<file path="config.mk">
export PLATFORM = sky130hd
export DESIGN_NAME = maze_bcd_timer
export DESIGN_NICKNAME = d
export VERILOG_FILES = /design/src/rtl/maze_pkg.sv /design/src/rtl/bcd2_inc.sv /design/src/rtl/maze_bcd_timer.sv
export SDC_FILE = /design/constraint.sdc
export NUM_CORES = 1
export LEC_CHECK = 0
export BUFFER_PORTS_ARGS = -buffer_cell sky130_fd_sc_hd__clkbuf_2
export CORE_MARGIN = 2
export CORE_UTILIZATION = 35
export DETAILED_ROUTE_END_ITERATION = 10
export GPL_ROUTABILITY_DRIVEN = 0
export HOLD_SLACK_MARGIN = 0.02
export PLACE_DENSITY = 0.5
export SETUP_SLACK_MARGIN = 0.02
export SYNTH_ARGS = -nofsm -noshare
export SYNTH_HDL_FRONTEND = slang
export SYNTH_SLANG_ARGS = --single-unit
</file>
<file path="constraint.sdc">
create_clock -name clk -period 5 [get_ports clk]
set_input_delay 0 -clock clk [delete_from_list [all_inputs] [get_ports clk]]
set_output_delay 0 -clock clk [all_outputs]
set_load 0.01 [all_outputs]
</file>
<file path="src/rtl/maze_pkg.sv">
// Shared types and constants for the maze game's elapsed-time display path.
package maze_pkg;

  typedef enum logic [1:0] {IDLE, RUN, PAUSE, HALT} timer_state_t;

  typedef logic [3:0] bcd_digit_t;

  localparam logic [7:0] BCD_ZERO = 8'h00;

endpackage

</file>
<file path="src/rtl/bcd2_inc.sv">
// Combinational two-digit packed BCD incrementer {tens, units}; 99 wraps to 00.
module bcd2_inc
  import maze_pkg::*;
(
  input  logic [7:0] i_value,
  output logic [7:0] o_value
);

  bcd_digit_t w_tens;
  bcd_digit_t w_units;

  always_comb begin
    w_tens  = i_value[7:4];
    w_units = i_value[3:0];
    if (w_units == 4'd9) begin
      o_value = {((w_tens == 4'd9) ? 4'd0 : w_tens + 4'd1), 4'd0};
    end else begin
      o_value = {w_tens, w_units + 4'd1};
    end
  end

endmodule

</file>
<file path="src/rtl/maze_bcd_timer.sv">
// Game elapsed-time counter: prescaled tick, two-digit BCD count with
// start/pause/finish/clear control and saturation at LIMIT_BCD.
module maze_bcd_timer #(
  parameter int          TICK_DIV  = 1000000,
  parameter logic [7:0]  LIMIT_BCD = 8'h99
) (
  input  logic       clk,
  input  logic       rst,
  input  logic       start,
  input  logic       pause,
  input  logic       finish,
  input  logic       clear,
  output logic [7:0] number,
  output logic       running,
  output logic       expired
);

  import maze_pkg::*;

  localparam int              PRE_W    = $clog2(TICK_DIV);
  localparam logic [PRE_W-1:0] PRE_LAST = PRE_W'(TICK_DIV - 1);

  timer_state_t     r_state;
  timer_state_t     w_state_nxt;
  logic [PRE_W-1:0] r_pre;
  logic [PRE_W-1:0] w_pre_nxt;
  logic [7:0]       r_number;
  logic [7:0]       w_number_nxt;
  logic [7:0]       w_number_inc;
  logic             r_running;
  logic             r_expired;
  logic             w_expired_nxt;
  logic             w_tick;

  bcd2_inc u_inc (
    .i_value (r_number),
    .o_value (w_number_inc)
  );

  assign w_tick = (r_state == RUN) && (r_pre == PRE_LAST);

  always_comb begin
    w_state_nxt   = r_state;
    w_pre_nxt     = r_pre;
    w_number_nxt  = r_number;
    w_expired_nxt = 1'b0;

    if (clear) begin
      w_state_nxt  = IDLE;
      w_pre_nxt    = '0;
      w_number_nxt = BCD_ZERO;
    end else begin
      case (r_state)
        IDLE: begin
          if (start) begin
            w_state_nxt = RUN;
            w_pre_nxt   = '0;
          end
        end
        RUN: begin
          // finish/pause win over a coincident tick, which is then dropped
          if (finish) begin
            w_state_nxt = HALT;
          end else if (pause) begin
            w_state_nxt = PAUSE;
          end else if (w_tick) begin
            w_pre_nxt    = '0;
            w_number_nxt = w_number_inc;
            if (w_number_inc == LIMIT_BCD) begin
              w_state_nxt   = HALT;
              w_expired_nxt = 1'b1;
            end
          end else begin
            w_pre_nxt = r_pre + PRE_W'(1);
          end
        end
        PAUSE: begin
          if (finish) begin
            w_state_nxt = HALT;
          end else if (!pause && start) begin
            w_state_nxt = RUN;
          end
        end
        default: begin
          w_state_nxt = HALT;
        end
      endcase
    end
  end

  always_ff @(posedge clk) begin
    if (rst) begin
      r_state   <= IDLE;
      r_pre     <= '0;
      r_number  <= BCD_ZERO;
      r_running <= 1'b0;
      r_expired <= 1'b0;
    end else begin
      r_state   <= w_state_nxt;
      r_pre     <= w_pre_nxt;
      r_number  <= w_number_nxt;
      r_running <= (w_state_nxt == RUN);
      r_expired <= w_expired_nxt;
    end
  end

  assign number  = r_number;
  assign running = r_running;
  assign expired = r_expired;

endmodule

</file>
==> summary.md, run 1 <==
| Metric | Value |
|---|---|
| EDFF count, synth | `0` |
| Power Dens Cells | `249 mW/mm^2` |
| Detailed Routing Iterations Pass 1 | `4` |
| Gr usage total | `between 15 and 20%` |
| IO Count | `16` |
| Final Critical Period | `roughly 2600 ps` |
| Setup TNS | `0 ps` |
| Critical Path RT | `about 5200 ps` |
| WL/cell | `between 10 and 15 um` |
| CP endpoint kind | `flip-flop` |
| Die Ht | `around 75 um` |
| Clock share of power | `approximately 42%` |
| Number of vias per cell | `approximately 5.4` |
| Ys async rst share | `0%` |
| Final ANT Viol Nets | `0` |
| Post-synth net total | `~230` |
| Slew @ Worst Pin | `990 ps` |
| Final cell count without fillers | `301` |
| Cts bufs inserted | `5` |
| DRC | `0` |
| Antenna violations before repair | `0` |
| Grt total ovfl | `0` |
| H-tree Lvls | `2` |
| GR peak layer | `met1` |
| Outcome | `complete, no violations` |
| Number of post-CTS setup repair buffers | `0` |
| Vias | `~1600` |
| Wirelength, routed | `4200 um` |
| Compound-Gate Fraction of Synth Area | `roughly 15%` |
| Port Buffer Count | `15` |
| Hold-fix buffers, CTS | `2` |
| First-pass GRT wire length | `around 6600 um` |
| Vias in the first global route | `between 1000 and 1500` |
| Post-Syn Instances | `between 200 and 250` |
| Slew HR | `roughly a third` |
| Synth unique cells | `49` |
| Worst Hold Slack | `approximately 140 ps` |
| Tcrit/Tclk final | `roughly 53%` |
| M2 GR Usage | `a little over a fifth` |
| Switching Share | `23.4%` |
| Initial Util | `36.9%` |
| Layout Skew | `a little over 4 ps` |
| Clk Latency, worst-skew pair | `around 280 ps` |
| Nets@finish | `between 200 and 250` |
| Int Pwr | `between 300 and 400 uW` |
| CP max FO | `9` |
| Hold Path Class | `primary input to flip-flop` |
| Mux share of post-synthesis cell area | `~1.7%` |
| Synth Area in Simple Gates | `between 30 and 40%` |
| Max-slew violations | `0` |
| Synthesized flop and latch total | `32` |
| Startpoint Class | `flip-flop` |
| Syn_area_per_cell | `about 8 sq um` |
| Layout cell share with drive strength beyond 1 | `between 10% and 20%` |
| CTS max path bufs | `2` |
| Max Freq | `about 380 MHz` |
| Switch Pwr | `approximately 120 uW` |
| Total of max-cap violations | `0` |
| N_diodes | `0` |
| GRT met3 Usage | `under 10%` |
| Final Hold Vio Count | `0` |
| Post-DP HPWL | `roughly 3000 um` |
| Clock tree from TritonCTS | `built` |
| Total power | `492 uW` |
| GR Util met1 | `a little under a quarter` |
| Cell leakage power | `0.652 nW` |
| Full die area | `between 0.005 and 0.006 sq mm` |
| Area growth from synthesis to final layout | `11.9%` |
| Synth Flop Type | `dfxtp_1` |
| Worst-path clk slew | `70 ps` |
| CTS root buffer | `clkbuf_8` |
| Pin count of the biggest net entering global routing | `18` |
| RSZ-0062 raised after global routing | `no` |
| Main combinational cell family by area after synthesis | `simple AND/OR/NAND/NOR gates` |
| Xor/xnor share of the synthesized area | `4.46%` |
| Clock sinks | `32` |
| Critical path arrival | `between 2000 and 3000 ps` |
| Placed cell count | `between 200 and 300` |
| Core Area | `between 0.004 and 0.005 sq mm` |
| Critical path class | `flip-flop to flip-flop` |
| Synthesized area | `0.00177 sq mm` |
| Die width | `~75 um` |
| Synth warn | `0` |
| Register area share after synthesis | `about 36%` |
| Cts repair resizes | `0` |
| Comb pwr share | `between 5 and 6%` |
| DRT iter0 DRCs | `65` |
| Rows | `25` |
| Most common cell after layout, fill and taps aside | `dfxtp_1` |
| Post-synthesis adder-cell area fraction | `less than 1%` |
| Sequential Power Share | `a little over half` |
| Most frequent cells in the layout | `dfxtp_1 (32), nor2_1 (24), nand2_1 (20)` |
| Maximum VDD drop | `around 120 uV` |
| Final setup viols | `0` |
per-layer routing:
metal,wire [um],part of all wire (%)
met2,1740,41
met1,2170,52
met3,222,5.3
met4,74,1.8
met5,0,0
logic make-up (layout without fill, tap and decap cells):
family,count (synthesis),count (layout)
XOR/XNOR,9,9
flip-flops,32,32
adder cells (fa/ha/maj),1,1
AO/OA/AOI/OAI,39,39
multiplexers,3,3
AND/OR/NAND/NOR,119,119
buffers and inverters,15,31
path summary, 6_finish.rpt:
| path | startpoint | endpoint | slack (ps) | cells after the start |
|---|---|---|---|---|
| setup / recovery | r_pre[0]$_SDFFE_PP0P_ | expired$_SDFF_PP0_ | 2360 | 6 |
| hold / removal | rst | r_pre[5]$_SDFFE_PP0P_ | 140 | 4 |
| setup reg to reg | r_pre[0]$_SDFFE_PP0P_ | expired$_SDFF_PP0_ | 2360 | 6 |
| hold reg to reg | r_pre[19]$_SDFFE_PP0P_ | r_pre[19]$_SDFFE_PP0P_ | 480 | 2 |
final cells by class:
type	count	area (sq um)
multi-input cells	171	1040
well taps	67	83.8
inverters	6	22.5
flip-flops and latches	32	641
fillers	511	2810
clock buffers	8	90.1
repair buffers	17	95.1
critical path, cell delays in order, from the launching register on:
cell and delay, ps:
dfxtp_1 380, ha_1 240, and4_1 410, nand4_1 190, nor4_1 520, nor4b_1 260, dlygate4sd3_1 580
stage by stage:
stage          utilization (%)  worst slack (ps)  instance area, sq um
5_1_grt                   41.3              2040                  1980
4_1_cts                   41.3              2350                  1980
3_5_place_dp              39.0              2670                  1870
6_report                  41.3              2360                  1980
3_3_place_gp              39.0              2710                  1870
2_1_floorplan                -              3070                  1770
synth_stat cells, types with 2 or more instances:
| cell | instances | area share, % |
|---|---|---|
| nand2_1 | 20 | 4.2 |
| nand3_1 | 14 | 4.0 |
| nor3_1 | 6 | 1.7 |
| dfxtp_1 | 32 | 36 |
| xnor2_1 | 3 | 1.5 |
| o22ai_1 | 2 | 0.71 |
| nor2_1 | 24 | 5.1 |
| nor4b_1 | 2 | 0.99 |
| or2_2 | 3 | 1.1 |
| nand2b_1 | 2 | 0.71 |
| a32oi_1 | 2 | 0.99 |
| nand4_1 | 11 | 3.9 |
| or4_1 | 3 | 1.3 |
| mux2i_1 | 3 | 1.7 |
| o21ai_1 | 3 | 0.85 |
| nor2b_1 | 8 | 2.8 |
| buf_6 | 3 | 1.9 |
| a31oi_1 | 9 | 3.2 |
| a21oi_1 | 8 | 2.3 |
| xor2_1 | 6 | 3.0 |
| nand3b_1 | 2 | 0.85 |
| or3_1 | 5 | 1.8 |
| inv_1 | 6 | 1.3 |
| nor4_1 | 4 | 1.4 |
| and4_1 | 2 | 0.99 |
| clkbuf_1 | 4 | 0.85 |
| and3_1 | 5 | 1.8 |
| o21ai_0 | 5 | 1.4 |
registers in the layout, indices dropped and copies added (netlist names):
name	flops
number	8
r_state	2
expired	1
r_pre	20
running	1
power groups by stage:
| stage | combinational, mW | sequential (mW) | clock, mW |
|---|---|---|---|
| floorplan | 0.0184 | 0.262 | 0 |
| global placement | 0.0261 | 0.263 | 0 |
| detailed placement | 0.0258 | 0.263 | 0 |
| CTS | 0.0264 | 0.257 | 0.216 |
| global route | 0.0290 | 0.257 | 0.225 |
| finish | 0.0265 | 0.257 | 0.208 |
Note: power is estimated with default switching activity, not from simulation.
==> run 2, diff against run 1 <==
Clock period 5 ns to 2.5 ns, I/O delays scaled along.
==> run 2 against run 1 <==
Global-route usage grew 0.43 points; utilization grew 0.47 points; clock power increased by 100%; largest cell class unchanged; critical path depth is the same; die area unchanged; flip-flop and latch count is the same; non-clock buffer count increased by 3; critical path type unchanged; design area up 1.1%; sequential share of layout area decreased by 0.36 points.
==> summary.md, run 2 (synthesis results as in run 1) <==
| Metric | Value |
|---|---|
| Gr usage total | `15.9% (+0.43 points)` |
| Final setup viols | `0 (unchanged)` |
| Critical Path RT | `2680 ps (-2540 ps)` |
| Final Critical Period | `2270 ps (-370 ps)` |
| Placed instance area | `0.00189 sq mm (+1.2%)` |
| Setup TNS | `0 ps (unchanged)` |
| Slew HR | `48.9% (+15 points)` |
| Cts bufs inserted | `5 (unchanged)` |
| Switching Share | `23.8% (+0.39 points)` |
| Clk Latency, worst-skew pair | `290 ps (about the same)` |
| Port Buffer Count | `15 (unchanged)` |
| Sequential Power Share | `51.8% (-0.5 points)` |
| Max reg flops | `20 (unchanged)` |
| Max Freq | `441 MHz (+16%)` |
| CP max FO | `9 (unchanged)` |
| Hold-fix buffers, CTS | `2 (unchanged)` |
| Vias | `1606 (-0.37%)` |
| Grt total ovfl | `0 (unchanged)` |
| Register with the most flip-flops | `r_pre` |
| Critical path arrival | `2450 ps (-410 ps)` |
| Clock share of power | `42.5% (+0.2 points)` |
| Clock sinks | `32 (unchanged)` |
| Clock tree from TritonCTS | `built` |
| Die Ht | `75.0 um (unchanged)` |
| Area growth from synthesis to final layout | `13.2%` |
| Number of vias per cell | `5.28 (-1.4%)` |
| Layout cell share with drive strength beyond 1 | `13.5% (+1.1 points)` |
| Antenna violations before repair | `0 (unchanged)` |
| Full die area | `0.00563 sq mm (unchanged)` |
| DRT iter0 DRCs | `86 (+32%)` |
| Post-DP HPWL | `3010 um (+0.81%)` |
| CP endpoint kind | `flip-flop` |
| H-tree Lvls | `2 (unchanged)` |
| Outcome | `complete, no violations` |
| First-pass GRT wire length | `6760 um (+2.3%)` |
| Vias in the first global route | `1412 (+5.1%)` |
| Final std cell area, no fill | `0.00200 sq mm (+1.1%)` |
| Max-slew violations | `0 (unchanged)` |
| Cell leakage power | `0.663 nW (+1.8%)` |
| Nets@finish | `243 (+1.3%)` |
| Hold Crit Depth | `4 (unchanged)` |
| Critical path class | `flip-flop to flip-flop` |
| Worst-path clk slew | `70 ps (about the same)` |
| Hold Path Class | `primary input to flip-flop` |
| CTS max path bufs | `2 (unchanged)` |
| Initial Util | `36.9% (unchanged)` |
| IO Count | `16 (unchanged)` |
| Rows | `25 (unchanged)` |
| Cts repair resizes | `0 (unchanged)` |
| Layout Skew | `3.32 ps (-0.831 ps)` |
| Core Area | `0.00479 sq mm (unchanged)` |
| Switch Pwr | `236 uW (+110%)` |
| Int Pwr | `756 uW (+100%)` |
| R2R depth | `6 (unchanged)` |
| Tcrit/Tclk final | `90.6% (+38 points)` |
| Die width | `75.0 um (unchanged)` |
| Wirelength, routed | `4120 um (-2.0%)` |
| Startpoint Class | `flip-flop` |
| CTS root buffer | `clkbuf_8` |
| Detailed Routing Iterations Pass 1 | `4 (unchanged)` |
| Final ANT Viol Nets | `0 (unchanged)` |
| RSZ-0062 raised after global routing | `no` |
| Worst Hold Slack | `101 ps (-36.9 ps)` |
| Slew @ Worst Pin | `764 ps (-226 ps)` |
| Pin count of the biggest net entering global routing | `17 (-1)` |
| Power Dens Cells | `496 mW/mm^2 (+100%)` |
| Number of post-CTS setup repair buffers | `0 (unchanged)` |
| Final Hold Vio Count | `0 (unchanged)` |
| N_diodes | `0 (unchanged)` |
| Comb pwr share | `5.7% (+0.3 points)` |
| Reg2reg setup slack | `230 ps (-2130 ps)` |
| Total of max-cap violations | `0 (unchanged)` |
| Maximum VDD drop | `172 uV (+43%)` |
| Most common cell after layout, fill and taps aside | `dfxtp_1` |
| DRC | `0 (unchanged)` |
| Most frequent cells in the layout | `dfxtp_1 (32), nor2_1 (24), nand2_1 (20)` |
| WL/cell | `13.5 um (-2.9%)` |
==> run 2: changes by cell type in the layout (fill, tap and decap cells not counted), sizes merged <==
cell,delta
buf,+3
==> run 2: worst paths after layout <==
path	to	start
min	r_pre[5]$_SDFFE_PP0P_	rst
min reg2reg	r_pre[19]$_SDFFE_PP0P_	r_pre[19]$_SDFFE_PP0P_
max reg2reg	running$_SDFF_PP0_	r_pre[0]$_SDFFE_PP0P_
max	running$_SDFF_PP0_	r_pre[0]$_SDFFE_PP0P_
==> run 2: cell type report <==
type,count,area (sq um)
flip-flops and latches,32,641
multi-input cells,171,1040
fillers,498,2790
repair buffers,20,118
well taps,67,83.8
clock buffers,8,90.1
inverters,6,22.5
==> run 2: power groups by stage <==
stage / Combinational (mW) / Clock (mW) / Sequential, mW
finish: 0.0565 / 0.422 / 0.514
global route: 0.0627 / 0.456 / 0.514
CTS: 0.0570 / 0.430 / 0.514
detailed placement: 0.0543 / 0 / 0.526
global placement: 0.0547 / 0 / 0.526
floorplan: 0.0368 / 0 / 0.525
==> run 2: metrics by stage <==
step	util, %	cells	power (mW)	setup WS (ps)
4_1_cts	41.8	304	1.00	218
3_3_place_gp	39.5	294	0.581	221
2_1_floorplan	-	218	0.561	566
5_1_grt	41.8	304	1.03	43.7
6_report	41.8	304	0.992	234
3_5_place_dp	39.5	294	0.580	231
==> run 2: critical path, stage by stage (launching register included) <==
cell and delay (ps):
dfxtp_1 380, ha_1 240, and4_1 410, nand4_1 190
nor4_1 480, o221ai_1 250, and2_1 200
==> run 2: per-layer routing <==
metal	global-route usage [%]	wire length (um)	vias to the layer above
met5	0	0	-
li1	-	-	838
met4	5.36	55	0
met2	22.9	1840	25
met3	4.82	138	6
met1	22.6	2080	737
==> run 3, diff against run 2 <==
Settings changed: PLACE_DENSITY 0.5 to 0.52.
Clock period 2.5 ns to 1.9 ns, I/O delays scaled along.
==> run 3 against run 2 <==
Sequential share of layout area shrank 4.4 points; flip-flop and latch count is the same; critical path depth grew 1; via count grew 7.8%; highest routed layer unchanged; register-to-register slack lost 160 ps; critical path type unchanged; final cell count grew 11%; utilization grew 7.0 points; largest cell class unchanged.
==> summary.md, run 3 (synthesis results as in run 1) <==
| Metric | Value |
|---|---|
| Cell leakage power | `0.875 nW (+32%)` |
| Max reg flops | `20 (unchanged)` |
| Setup WS post-layout | `72.5 ps (-162 ps)` |
| Slew @ Worst Pin | `570 ps (-194 ps)` |
| Most frequent cells in the layout | `buf_4 (36), dfxtp_1 (30), nor2_1 (23)` |
| Setup WS pre-CTS | `-16.7 ps (-248 ps)` |
| Final ANT Viol Nets | `0 (unchanged)` |
| Number of vias per cell | `5.14 (-2.8%)` |
| Vias | `1731 (+7.8%)` |
| H-tree Lvls | `2 (unchanged)` |
| Antenna violations before repair | `0 (unchanged)` |
| Clock share of power | `48.7% (+6.2 points)` |
| Comb pwr share | `6.2% (+0.5 points)` |
| Switch Pwr | `321 uW (+36%)` |
| Max Freq | `547 MHz (+24%)` |
| Fill count | `486 (-2.4%)` |
| Detailed Routing Iterations Pass 1 | `4 (unchanged)` |
| DRT iter0 DRCs | `64 (-26%)` |
| Gr usage total | `18.0% (+2.0 points)` |
| Startpoint Class | `flip-flop` |
| CP endpoint kind | `flip-flop` |
| CTS max path bufs | `2 (unchanged)` |
| Tcrit/Tclk final | `96.2% (+5.6 points)` |
| Core Util, Final | `48.7% (+7.0 points)` |
| Area growth from synthesis to final layout | `32.0%` |
| Clk Latency, worst-skew pair | `290 ps (about the same)` |
| Max-slew violations | `0 (unchanged)` |
| Cts bufs inserted | `5 (unchanged)` |
| Die width | `75.0 um (unchanged)` |
| Clock tree from TritonCTS | `built` |
| Final Hold Vio Count | `0 (unchanged)` |
| Maximum VDD drop | `322 uV (+88%)` |
| Most common cell after layout, fill and taps aside | `buf_4` |
| DRC | `0 (unchanged)` |
| Multi-input logic area | `0.00109 sq mm (+4.2%)` |
| Final Critical Period | `1830 ps (-438 ps)` |
| Core Area | `0.00479 sq mm (unchanged)` |
| Critical path arrival | `2050 ps (-400 ps)` |
| Critical path class | `flip-flop to flip-flop` |
| Post-DP HPWL | `3340 um (+11%)` |
| Clock sinks | `32 (unchanged)` |
| Register with the most flip-flops | `r_pre` |
| Die Ht | `75.0 um (unchanged)` |
| Outcome | `complete, no violations` |
| CTS root buffer | `clkbuf_8` |
| IO Count | `16 (unchanged)` |
| Rows | `25 (unchanged)` |
| Critical Path RT | `2120 ps (-560 ps)` |
| WL/cell | `13.9 um (+2.3%)` |
| Worst Hold Slack | `101 ps (-0.748 ps)` |
| Register area | `646 sq um (+0.78%)` |
| Hold Path Class | `primary input to flip-flop` |
| Nets@finish | `276 (+14%)` |
| Total of max-cap violations | `0 (unchanged)` |
| Initial Util | `36.9% (unchanged)` |
| Switching Share | `21.5% (-2.3 points)` |
| Layout cell share with drive strength beyond 1 | `27.8% (+14 points)` |
| Layout Skew | `12.0 ps (+8.69 ps)` |
| Vias in the first global route | `1651 (+17%)` |
| First-pass GRT wire length | `7620 um (+13%)` |
| Full die area | `0.00563 sq mm (unchanged)` |
| Port Buffer Count | `15 (unchanged)` |
| Final setup viols | `0 (unchanged)` |
| Int Pwr | `1.17 mW (+55%)` |
| CP max FO | `5 (-4)` |
| Power Dens Cells | `640 mW/mm^2 (+29%)` |
| Sequential Power Share | `45.1% (-6.7 points)` |
| N_diodes | `0 (unchanged)` |
| Slew HR | `61.9% (+13 points)` |
| Pin count of the biggest net entering global routing | `17 (unchanged)` |
| Worst-path clk slew | `80 ps (about the same)` |
| Setup TNS | `0 ps (unchanged)` |
| Grt total ovfl | `0 (unchanged)` |
| RSZ-0062 raised after global routing | `yes` |
| Wirelength, routed | `4670 um (+13%)` |
-- run 3: what timing repair did --
item	CTS	global route
hold endpoints to repair	1	0
hold buffers	2	0
resized for setup	1	7
setup buffers	0	1
endpoints found under the setup margin	1	15
pin swaps	0	3
-- run 3: cell type report --
cell class	instances	area share [%]
Sequential cell	32	27.7
Clock buffer	7	4.13
Clock inverter	1	1.29
Multi-Input combinational cell	171	46.7
Tap cell	67	3.59
Timing Repair Buffer	53	15.7
Inverter	6	0.966
-- run 3: worst paths after layout --
path / start / endpoint / slack, ps / cells past startpoint
worst max-delay path: r_pre[1]$_SDFFE_PP0P_ / r_pre[15]$_SDFFE_PP0P_ / 70 / 7
worst min-delay path: rst / r_pre[5]$_SDFFE_PP0P_ / 100 / 4
worst max register to register: r_pre[1]$_SDFFE_PP0P_ / r_pre[15]$_SDFFE_PP0P_ / 70 / 7
worst min register to register: r_pre[19]$_SDFFE_PP0P_ / r_pre[19]$_SDFFE_PP0P_ / 480 / 2
-- run 3: through the flow --
step,std cells,total power [mW],area [sq um]
after global routing,337,1.55,2330
final,337,1.49,2330
after CTS,336,1.51,2300
after floorplan,218,0.739,1780
after global placement,326,0.779,2140
after detailed placement,326,0.778,2140
-- run 3: layer usage --
layer	track usage, %	wire length (um)	vias to the layer above
met5	0	0	-
met4	6.94	69	0
met3	4.28	217	9
met2	28.1	2200	28
met1	23.9	2190	783
li1	-	-	911
-- run 3: power by group through the flow --
stage / Combinational [mW] / Sequential (mW) / Clock (mW)
5_1_grt: 0.101 / 0.674 / 0.773
4_1_cts: 0.0914 / 0.675 / 0.741
6_report: 0.0921 / 0.674 / 0.726
3_3_place_gp: 0.0886 / 0.691 / 0
2_1_floorplan: 0.0485 / 0.690 / 0
3_5_place_dp: 0.0876 / 0.691 / 0
-- run 3: worst max-delay path, cell delays in order, from the launching register on --
cell,delay (ps)
dfxtp_4,360
ha_4,160
and4_4,190
nand4_1,190
o211ai_1,140
buf_4,190
or4_1,460
o21ai_1,90
